--- config.mk ---
export PLATFORM = sky130hd
export DESIGN_NAME = spi_tx_fifo
export DESIGN_NICKNAME = d
export VERILOG_FILES = /design/src/rtl/spi_tx_fifo_pkg.sv /design/src/rtl/spi_tx_fifo_mem.sv /design/src/rtl/spi_tx_fifo.sv
export SDC_FILE = /design/constraint.sdc
export NUM_CORES = 1
export LEC_CHECK = 0
export BUFFER_PORTS_ARGS = -buffer_cell sky130_fd_sc_hd__buf_4
export CORE_ASPECT_RATIO = 1.2
export CORE_MARGIN = 2
export CORE_UTILIZATION = 60
export CTS_BUF_LIST = sky130_fd_sc_hd__clkbuf_4 sky130_fd_sc_hd__clkbuf_8
export CTS_CLUSTER_DIAMETER = 120
export DETAILED_ROUTE_END_ITERATION = 12
export GPL_TIMING_DRIVEN = 0
export PLACE_DENSITY = 0.83
export SLEW_MARGIN = 20
export SYNTH_ARGS = -nofsm -noshare
export SYNTH_HDL_FRONTEND = slang
export SYNTH_SLANG_ARGS = --single-unit
--- constraint.sdc ---
create_clock -name TXF_Clk -period 3.02 [get_ports TXF_Clk]
set_input_delay 0.755 -clock TXF_Clk [delete_from_list [all_inputs] [get_ports TXF_Clk]]
set_output_delay 0.755 -clock TXF_Clk [all_outputs]
set_load 0.02 [all_outputs]
--- src/rtl/spi_tx_fifo_pkg.sv ---
// Shared definitions for the SPI transmit FIFO: sizing helper, handshake
// state encoding and the default post-reset output pattern.
package spi_tx_fifo_pkg;

  typedef enum logic {
    ST_IDLE  = 1'b0,
    ST_OFFER = 1'b1
  } tx_state_e;

  // Replicated across WIDTH to form the all-ones default of TXF_Data_Out.
  localparam logic DEFAULT_RESET_BIT = 1'b1;

  function automatic int clog2(input int value);
    int r;
    r = 0;
    while ((1 << r) < value) r = r + 1;
    return r;
  endfunction

endpackage

--- src/rtl/spi_tx_fifo_mem.sv ---
// DEPTH x WIDTH storage with one synchronous write port and one asynchronous
// read port. Contents are not reset.
module spi_tx_fifo_mem
  import spi_tx_fifo_pkg::*;
#(
  parameter int WIDTH = 8,
  parameter int DEPTH = 4
) (
  input  logic                    clk,
  input  logic                    we,
  input  logic [clog2(DEPTH)-1:0] waddr,
  input  logic [WIDTH-1:0]        wdata,
  input  logic [clog2(DEPTH)-1:0] raddr,
  output logic [WIDTH-1:0]        rdata
);

  logic [WIDTH-1:0] mem_q [DEPTH];

  always_ff @(posedge clk) begin
    if (we) mem_q[waddr] <= wdata;
  end

  assign rdata = mem_q[raddr];

endmodule

--- src/rtl/spi_tx_fifo.sv ---
// Transmit FIFO feeding the SPI shift register: host write port, occupancy
// flags, sticky overflow and the RcvrRdyN/DataRdyN four-phase head offer.
module spi_tx_fifo
  import spi_tx_fifo_pkg::*;
#(
  parameter int               WIDTH      = 8,
  parameter int               DEPTH      = 4,
  parameter int               AFULL_LVL  = DEPTH - 1,
  parameter logic [WIDTH-1:0] RESET_DATA = {WIDTH{DEFAULT_RESET_BIT}}
) (
  input  logic                      TXF_Clk,
  input  logic                      TXF_Rst,
  input  logic [WIDTH-1:0]          TXF_Data_In,
  input  logic                      TXF_WriteN,
  input  logic                      TXF_CmdN,
  input  logic                      TXF_Flush,
  input  logic                      TXF_RcvrRdyN,
  input  logic                      TXF_RcvrLoadingN,
  output logic [WIDTH-1:0]          TXF_Data_Out,
  output logic                      TXF_DataRdyN,
  output logic                      TXF_Full,
  output logic                      TXF_AlmostFull,
  output logic                      TXF_Empty,
  output logic [clog2(DEPTH+1)-1:0] TXF_Count,
  output logic                      TXF_Overflow
);

  localparam int AW = clog2(DEPTH);
  localparam int CW = clog2(DEPTH + 1);
  localparam logic [CW-1:0] DEPTH_C = CW'(DEPTH);
  localparam logic [CW-1:0] AFULL_C = CW'(AFULL_LVL);

  tx_state_e        state_q, state_d;
  logic [AW-1:0]    wr_ptr_q, wr_ptr_d, rd_ptr_q, rd_ptr_d;
  logic [CW-1:0]    count_q, count_d;
  logic [WIDTH-1:0] dout_q, dout_d;
  logic             ovf_q, ovf_d;
  logic             rdy_q, rdy_d, loading_q, loading_d;
  logic             wr_req, wr_acc, pop;
  logic [WIDTH-1:0] head_data;

  spi_tx_fifo_mem #(
    .WIDTH (WIDTH),
    .DEPTH (DEPTH)
  ) u_mem (
    .clk   (TXF_Clk),
    .we    (wr_acc),
    .waddr (wr_ptr_q),
    .wdata (TXF_Data_In),
    .raddr (rd_ptr_q),
    .rdata (head_data)
  );

  always_comb begin
    rdy_d     = ~TXF_RcvrRdyN;
    loading_d = ~TXF_RcvrLoadingN;
    wr_req    = TXF_CmdN & ~TXF_WriteN & ~TXF_Flush;
    // loading_q is deliberately absent: it only steers TXF_Full.
    wr_acc    = wr_req & (count_q != DEPTH_C);
    state_d   = state_q;
    dout_d    = dout_q;
    pop       = 1'b0;

    case (state_q)
      ST_IDLE: begin
        if (rdy_q && (count_q != '0)) begin
          state_d = ST_OFFER;
          dout_d  = head_data;
        end
      end
      ST_OFFER: begin
        if (!rdy_q) begin
          state_d = ST_IDLE;
          pop     = 1'b1;
        end
      end
      default: state_d = ST_IDLE;
    endcase

    wr_ptr_d = wr_acc ? wr_ptr_q + AW'(1) : wr_ptr_q;
    rd_ptr_d = pop ? rd_ptr_q + AW'(1) : rd_ptr_q;

    case ({wr_acc, pop})
      2'b10:   count_d = count_q + CW'(1);
      2'b01:   count_d = count_q - CW'(1);
      default: count_d = count_q;
    endcase

    // A write against a full FIFO is dropped even if a pop frees a slot this edge.
    ovf_d = ovf_q | (wr_req & (count_q == DEPTH_C));

    if (TXF_Flush) begin
      state_d  = ST_IDLE;
      dout_d   = RESET_DATA;
      wr_ptr_d = '0;
      rd_ptr_d = '0;
      count_d  = '0;
      ovf_d    = 1'b0;
    end
  end

  always_ff @(posedge TXF_Clk or posedge TXF_Rst) begin
    if (TXF_Rst) begin
      state_q   <= ST_IDLE;
      dout_q    <= RESET_DATA;
      wr_ptr_q  <= '0;
      rd_ptr_q  <= '0;
      count_q   <= '0;
      ovf_q     <= 1'b0;
      rdy_q     <= 1'b0;
      loading_q <= 1'b0;
    end else begin
      state_q   <= state_d;
      dout_q    <= dout_d;
      wr_ptr_q  <= wr_ptr_d;
      rd_ptr_q  <= rd_ptr_d;
      count_q   <= count_d;
      ovf_q     <= ovf_d;
      rdy_q     <= rdy_d;
      loading_q <= loading_d;
    end
  end

  assign TXF_Data_Out   = dout_q;
  assign TXF_DataRdyN   = (state_q != ST_OFFER);
  assign TXF_Full       = (count_q == DEPTH_C) | loading_q;
  assign TXF_AlmostFull = (count_q >= AFULL_C);
  assign TXF_Empty      = (count_q == '0);
  assign TXF_Count      = count_q;
  assign TXF_Overflow   = ovf_q;

endmodule

[Word level (Yosys, flattened, before mapping)]
Memory sizes are Yosys's and may differ from the RTL's.
Cells that the tools add are included.
W data, S select, Z words.
Storage, ports and cells
  register bits after elaboration: 19
  bits in latches: 0
  RAM bits: 32
  memory bits (read-only): 0
  output and inout bits: 16
  memories kept: 1
Operators by class
  add/sub/neg operators: 4
  multipliers: 0
  divide/modulo/power cells: 0
  order comparisons: 1
  equal/unequal tests: 5
  shift-type cells: 0
  muxes and demuxes: 18
  bitwise gates (word level): 11
  reduce and logical (&&, ||, !) cells: 8
Memory list
  u_mem.mem_q: depth 4, width 8, read ports 1, clocked after Yosys merged registers in 0, wr ports 1, RTL line spi_tx_fifo_mem.sv:17  | logic [WIDTH-1:0] mem_q [DEPTH];
Operators by type and width (count)
  $mux W8: 3
  $mux W1: 8
  $mux W2: 4
  $pmux W3 S2: 1
  $reduce_bool A2 Y1: 3
  $reduce_bool A3 Y1: 2
  $not A1 Y1: 5
  $add A2 B1 Y2 const B: 2
  $and A1 B1 Y1: 4
  $add A3 B1 Y3 const B: 1
  $eq A3 B3 Y1 const B: 1
  $ge A3 B2 Y1 const B: 1
  $logic_not A3 Y1: 1
  $mux W3: 1
  $ne A3 B3 Y1 const B: 1
  $sub A3 B1 Y3 const B: 1
  $eq A2 B1 Y1 const B: 1
  $eq A2 B2 Y1 const B: 1
  $ne A2 B2 Y1 const B: 1
  $or A1 B1 Y1: 2
  $pmux W1 S2: 1
  $reduce_and A2 Y1: 1
  $logic_and A1 B1 Y1: 1

[Longest topological paths before layout]
Gate-level depths: netlist of run 1.
  depth after elaboration: 7
  depth in mapped cells: 7
  depth with buffers taken out: 7

[By module]
A second synthesis of run 1 with hierarchy kept.
Unflattened totals
  cell total of the unflattened synthesis: 128
  area total of the unflattened synthesis: 2135.8 µm²
Modules (own cells, without submodules)
  spi_tx_fifo_mem: times used 1, cells an instance 46, area each 1188.6 µm²
  spi_tx_fifo: times used 1, cells an instance 82, area each 947.2 µm²

[Worst setup path before layout of run 1]
Ideal clock, no wire load.
  path type: input to register
  start: input port TXF_Flush
  end: register count_q[2], in the netlist TXF_Count[2]
  library setup time: 0.132 ns
  arrival time: 2.154 ns
  data required time: 2.888 ns
  slack: 0.733 ns
  cell stages on the path: 7
  path buffers: 1
  path through: clkbuf_1 nor3_1 nor2_1 fa_1 a211oi_1 o21ai_0 nor3b_2
Between the ends
  word-level cells in the longest chain between the ends: 6
Ends and longest elaborated chain
  start: declaration: RTL line spi_tx_fifo.sv:16  | input logic TXF_Flush,
  $not A1 Y1: RTL line spi_tx_fifo.sv:57  | wr_req = TXF_CmdN & ~TXF_WriteN & ~TXF_Flush;
  $and A1 B1 Y1: RTL line spi_tx_fifo.sv:57
  $and A1 B1 Y1: RTL line spi_tx_fifo.sv:59  | wr_acc = wr_req & (count_q != DEPTH_C);
  $eq A2 B1 Y1 or $eq A2 B2 Y1 (tied branches): RTL line spi_tx_fifo.sv:83  | case ({wr_acc, pop})
  $pmux W3 S2: RTL line spi_tx_fifo.sv:83
  $mux W3: RTL line spi_tx_fifo.sv:92  | if (TXF_Flush) begin
  end signal: assignment: RTL line spi_tx_fifo.sv:117  | count_q <= count_d;
  end: declaration: RTL line spi_tx_fifo.sv:35  | logic [CW-1:0] count_q, count_d;
Several ways; a longest one is shown, not always the timed one.
A chain may end at the register's enable or synchronous reset.

[Final worst setup path of run 1]
  start: input port TXF_WriteN
  end: register count_q[2], in the netlist TXF_Count[2]
Between the ends
  word-level cells in the longest chain between the ends: 7
Ends and longest elaborated chain
  start: declaration: RTL line spi_tx_fifo.sv:14  | input logic TXF_WriteN,
  $not A1 Y1 (*): RTL line spi_tx_fifo.sv:57
  $and A1 B1 Y1 (*) (2 in a row): RTL line spi_tx_fifo.sv:57
  $and A1 B1 Y1 (*): RTL line spi_tx_fifo.sv:59
  $eq A2 B1 Y1 or $eq A2 B2 Y1 (tied branches): RTL line spi_tx_fifo.sv:83
  $pmux W3 S2: RTL line spi_tx_fifo.sv:83
  $mux W3: RTL line spi_tx_fifo.sv:92
Every way passes the cells marked *; elsewhere a longest branch is shown, timed or not.

==> results.md, run 1 <==
- DRC: 0
- Power per cell area: 569.1 nW/µm²
- Clock slew at reported path FFs: 0.08 ns
- Die footprint: 4053 µm²
- Final Cycle Share: 77.97%
- Initial cell density of the core: 63.40%
- Slew @ Worst Pin: 0.7101 ns
- Max VDD drop: 0.4261 mV
- Initial antenna violation count: 0
- Port bufs: 29
- Worst EP required: 3.20 ns
- Post-synth EDFFs: 32
- GRT Overall Usage: 22.25%
- Die width: 58.45 µm
- Share of layout cells above drive strength 1: 33.33%
- TritonCTS buffer count: 5
- Startpoint types: input pin
- Total Wirelength: 3.933 mm
- Max-slew violation count: 0
- H-tree depth: 2
- Netlist Area Pre-Place: 2135 µm²
- Worst-Skew Late Latency: 0.30 ns
- Cell taking the most area after synthesis: edfxtp_1
- Vias/cell: 5.759
- Fillcell total: 225
- Final setup viols: 0
- Top-count cell post-synth: edfxtp_1
- Clock skew: 0.006168 ns
- GR Overflow Total: 0
- Syn_area_per_cell: 14.62 µm²
- Hold Fails Final Rpt: 0
- Placer congestion estimate: 0.7418
- Crit path max fanout: 5
- Leak: 0.9535 nW
- Syn Nets: 166
- Vias in the first global route: 1409
- Resize count post-CTS: 0
- CP Capture Type: flip-flop
- Post-CTS setup buffer count: 0
- Clk root buf: clkbuf_8
- Hold buffer count at cts: 0
- WS Path Type: in2reg
- Area Overhead vs Synth: 17.70%
- Pin count of the biggest net entering global routing: 20
- Pre-CTS WS: 0.4218 ns
- DRT Pass-1 Iters: 4
- CTS tree: built
- Minimum clock period after layout: 2.355 ns
- Die Height: 69.34 µm
- RSZ-0062 raised after global routing: no
- Detailed Route Iter0 Violations: 98
- Row count: 23
- Async SR Flop Fraction: 37.25%
- Final worst slack: 0.6653 ns
- Setup_tns: 0 ns
- CTS max path bufs: 2
- Wire per inst: 17.88 µm
- N_diodes: 0
- MaxCap Viol Count: 0
- DR vias: 1267
- Core footprint: 3367 µm²
- DP HPWL: 2.825 mm
- Register area share after synthesis: 67.76%
- Synth area leaders: edfxtp_1, dfrtp_1, dfstp_2
- First-pass GRT wire length: 6.568 mm
- Cell variety after synth: 29
- Number of synthesized register bits: 51
- Status: completed
- I/O pins: 31
- Critical path arrival: 2.53 ns
- Fmax: 424.7 MHz
- Post-synthesis instance total: 146
- Relative slew slack: 52.61%
- Final #Nets: 202
- Synth warn: 0
- Most frequent cells after synthesis: edfxtp_1, nand2_1, a21oi_1, dfrtp_1
- Hold crit path type: reg2reg
- Synth Flop Type: edfxtp_1
- Post-synth top area share: 45.02%
- Clk sinks: 51
- DRT antenna net count: 0
-- area by class of cell --
type                    count  area (µm²)  area share [%]
flip-flops and latches     51        1446           57.57
multi-input cells          84       644.4           25.65
repair buffers             29       217.7           8.665
clock buffers               7       83.83           3.337
well taps                  37       46.29           1.843
clock inverters             1       30.03           1.195
inverters                   6       22.52          0.8964
plain buffers               5       21.27          0.8466
-- worst paths after layout --
check / end / slack [ns] / cells after the start / startpoint
worst max register to register: TXF_Count[2] / 0.76 / 7 / TXF_Count[2]
max in group asynchronous: wr_ptr_q[0] / 2.00 / 2 / TXF_Rst
worst max-delay path: TXF_Count[2] / 0.67 / 8 / TXF_WriteN
worst min-delay path: TXF_Overflow / 0.53 / 2 / TXF_Overflow
worst min register to register: TXF_Overflow / 0.53 / 2 / TXF_Overflow
min in group asynchronous: state_q / 0.56 / 2 / TXF_Rst
-- cells by family after synthesis --
logic type,count (synthesis),synth area share [%]
AO/OA/AOI/OAI,19,4.748
XOR/XNOR,3,1.231
adder cells (fa/ha/maj),5,3.283
buffers and inverters,11,2.051
flip-flops,51,67.76
multiplexers,8,8.441
AND/OR/NAND/NOR,49,12.49
-- stage by stage --
stage	area (µm²)	cells	hold WS [ns]	total power [mW]	utilization, %
finish	2512	220	0.5305	1.430	74.62
floorplan	2135	146	0.5208	0.9001	-
global placement	2399	212	0.4825	0.9598	71.24
detailed placement	2399	212	0.5125	0.9703	71.24
global route	2512	220	0.5696	1.483	74.62
CTS	2512	220	0.5376	1.439	74.62
-- report_power, final --
group,total [mW],internal [mW],switching (mW)
clock,0.477,0.266,0.211
sequential,0.795,0.775,0.0196
combinational,0.158,0.0690,0.0894
total,1.43,1.11,0.320
-- cells in the final DEF, fill, tap and decap left out, types with 5 or more instances in the layout --
| cell | count |
|---|---|
| a21oi_1 | 13 |
| buf_4 | 29 |
| clkbuf_8 | 5 |
| dfrtp_1 | 11 |
| dfstp_2 | 8 |
| edfxtp_1 | 32 |
| inv_1 | 6 |
| mux4_2 | 8 |
| nand2_1 | 20 |
| nor2_1 | 6 |
| nor3_1 | 5 |
-- state kept, by name, indices dropped and copies added (netlist names), 2 cells and up --
register,cells
TXF_Data_Out,8
wr_ptr_q,2
TXF_Count,3
rd_ptr_q,2
u_mem.mem_q,32
-- critical path, cell delays in order --
cell and delay [ns]:
buf_4 0.11, nand2b_1 0.20, nor3_1 0.40, nor2_1 0.13, fa_1 0.41, a211oi_1 0.24
o21ai_0 0.12, nor3b_2 0.16
-- metal layers --
layer	GRT usage, %	share of wire, %
met1	25.46	40
met2	38.83	54
met3	4.104	4.2
met4	10.85	1.5
met5	0	0
Power figures use the tool's default switching activity.
==> inputs of run 2 (changes only) <==
CORE_UTILIZATION = 58   (was 60)
PLACE_DENSITY = 0.81   (was 0.83)
clock period = 2.4 ns   (was 3.02 ns; I/O delays follow)
==> results.md, run 2 (synthesized netlist as in run 1, its figures left out) <==
- Status: completed (unchanged)
- Area Overhead vs Synth: 17.17% (was 17.70%)
- Fillcell total: 246 (was 225)
- Post-CTS setup buffer count: 0 (unchanged)
- Max VDD drop: 0.4659 mV (was 0.4261 mV)
- Clock skew: 0.01063 ns (was 0.006168 ns)
- Wire per inst: 16.88 µm (was 17.88 µm)
- Int Power: 1.278 mW (was 1.110 mW)
- R2r endpoint: TXF_Count[2] (unchanged)
- Vias/cell: 5.806 (was 5.759)
- Placer congestion estimate: 0.7963 (was 0.7418)
- Max-slew violation count: 0 (unchanged)
- Flop pwr share: 58.5% (was 55.6%)
- Pre-CTS WS: -0.06318 ns (was 0.4218 ns)
- Initial cell density of the core: 59.73% (was 63.40%)
- RSZ-0062 raised after global routing: no (unchanged)
- Startpoint types: flip-flop (was input pin)
- Most Used Layer, Global Route: met2 (unchanged)
- Final #Nets: 202 (unchanged)
- CP Capture Type: output pin (was flip-flop)
- Hold buffer count at cts: 0 (unchanged)
- Crit path max fanout: 7 (was 5)
- Met1 Usage GRT: 22.92% (was 25.46%)
- GR Overflow Total: 0 (unchanged)
- Clk pwr share: 29.9% (was 33.3%)
- Power Total: 1.711 mW (was 1.430 mW)
- Minimum clock period after layout: 2.132 ns
- Power per cell area: 684.1 nW/µm² (was 569.1 nW/µm²)
- Logic pwr share: 11.7% (was 11.1%)
- Core footprint: 3573 µm² (was 3367 µm²)
- Port bufs: 29 (unchanged)
- Clk sinks: 51 (unchanged)
- GR Layer Usage met2: 33.82% (was 38.83%)
- Worst-Skew Late Latency: 0.31 ns (was 0.30 ns)
- CTS max path bufs: 2 (unchanged)
- H-tree depth: 2 (unchanged)
- Total Wirelength: 3.748 mm (was 3.933 mm)
- DRT Pass-1 Iters: 4 (unchanged)
- Hold crit path type: in2async (was reg2reg)
- Most common cell after layout, fill and taps aside: edfxtp_1 (unchanged)
- Final worst slack: 0.2682 ns (was 0.6653 ns)
- Die footprint: 4184 µm² (was 4053 µm²)
- I/O pins: 31 (unchanged)
- Relative slew slack: 53.14% (was 52.61%)
- Hold WS: 0.3932 ns (was 0.5305 ns)
- Detailed Route Iter0 Violations: 79 (was 98)
- Hold Fails Final Rpt: 0 (unchanged)
- Row count: 24 (was 23)
- Fmax: 469.1 MHz
- Switching Power: 0.4332 mW (was 0.3197 mW)
- Most frequent cells in the layout: edfxtp_1, buf_4, nand2_1 (unchanged)
- Post-place instance area: 2401 µm² (was 2399 µm²)
- Leak: 0.9454 nW (was 0.9535 nW)
- Clk root buf: clkbuf_8 (unchanged)
- Die Height: 70.46 µm (was 69.34 µm)
- DP HPWL: 2.703 mm (was 2.825 mm)
- Vias in the first global route: 1383 (was 1409)
- Top reg by flops: u_mem.mem_q (unchanged)
- Met3 Use GR: 6.111% (was 4.104%)
- GRT Overall Usage: 20.21% (was 22.25%)
- N_diodes: 0 (unchanged)
- R2r setup slk: 0.32 ns (was 0.76 ns)
- Pin count of the biggest net entering global routing: 20 (unchanged)
- Slew @ Worst Pin: 0.7021 ns (was 0.7101 ns)
- Initial antenna violation count: 0 (unchanged)
- Reg2Reg Launch Point: TXF_Count[2] (unchanged)
- Die width: 59.38 µm (was 58.45 µm)
- Max reg flops: 32 (unchanged)
- DRC: 0 (unchanged)
- First-pass GRT wire length: 6.120 mm (was 6.568 mm)
- R2R depth: 7 (unchanged)
- Share of layout cells above drive strength 1: 33.88% (was 33.33%)
- Net Sw Frac: 25.32% (was 22.36%)
- Final setup viols: 0 (unchanged)
- Worst EP required: 1.80 ns (was 3.20 ns)
- Critical path arrival: 1.53 ns (was 2.53 ns)
- TritonCTS buffer count: 5 (unchanged)
- Clock slew at reported path FFs: 0.10 ns (was 0.08 ns)
- WS Path Type: reg2out (was in2reg)
- Resize count post-CTS: 0 (unchanged)
- DRT antenna net count: 0 (unchanged)
- MaxCap Viol Count: 0 (unchanged)
- DR vias: 1289 (was 1267)
- Final Cycle Share: 88.82%
- CTS tree: built (unchanged)
- Post-route cell area: 2501 µm² (was 2512 µm²)
==> run 2: worst max path at each step <==
| stage | from | end | slack [ns] | depth (start not counted) |
|---|---|---|---|---|
| 2_1_floorplan | TXF_Flush | TXF_Count[2] | 0.27 | 7 |
| 3_3_place_gp | TXF_WriteN | TXF_Count[2] | 0.06 | 8 |
| 6_report | TXF_Count[1] | TXF_Full | 0.27 | 3 |
| 5_1_grt | TXF_Count[0] | TXF_Count[2] | 0.14 | 7 |
| 3_5_place_dp | TXF_WriteN | TXF_Count[2] | -0.06 | 8 |
| 4_1_cts | TXF_Count[2] | TXF_Count[2] | 0.17 | 7 |
==> run 2: metrics by stage <==
step | std cells | utilization (%) | TNS [ns]
5_1_grt | 222 | 69.99 | 0
2_1_floorplan | 146 | - | 0
3_5_place_dp | 214 | 67.19 | -0.06318
3_3_place_gp | 214 | 67.19 | 0
6_report | 222 | 69.99 | 0
4_1_cts | 222 | 69.85 | 0
==> run 2: power groups by stage <==
stage,Sequential [mW],Clock (mW),Combinational [mW]
after floorplan,1.04,0,0.0964
after global placement,1.02,0,0.193
after detailed placement,1.02,0,0.201
after CTS,1.00,0.521,0.202
after global routing,1.00,0.547,0.222
final,1.00,0.511,0.200
==> run 2: area by class of cell <==
cell class                      instances  area (µm²)  share of cell area, %
Multi-Input combinational cell         84       649.4                  25.96
Timing Repair Buffer                   29       217.7                  8.704
Clock buffer                            5       68.82                  2.751
Inverter                                6       22.52                 0.9004
Sequential cell                        51        1446                  57.83
Clock inverter                          3       26.28                  1.051
Buffer                                  5       21.27                 0.8504
Tap cell                               39       48.80                  1.951
==> run 2: metal layers <==
metal	up-vias	wire length, µm
met5	-	0
li1	598	-
met2	41	1928
met4	0	70
met3	8	200
met1	642	1548
==> run 2: worst max-delay path, stage by stage (launching register included) <==
cell	delay, ns
dfrtp_1	0.49
or3b_4	0.45
or2b_1	0.16
buf_4	0.13
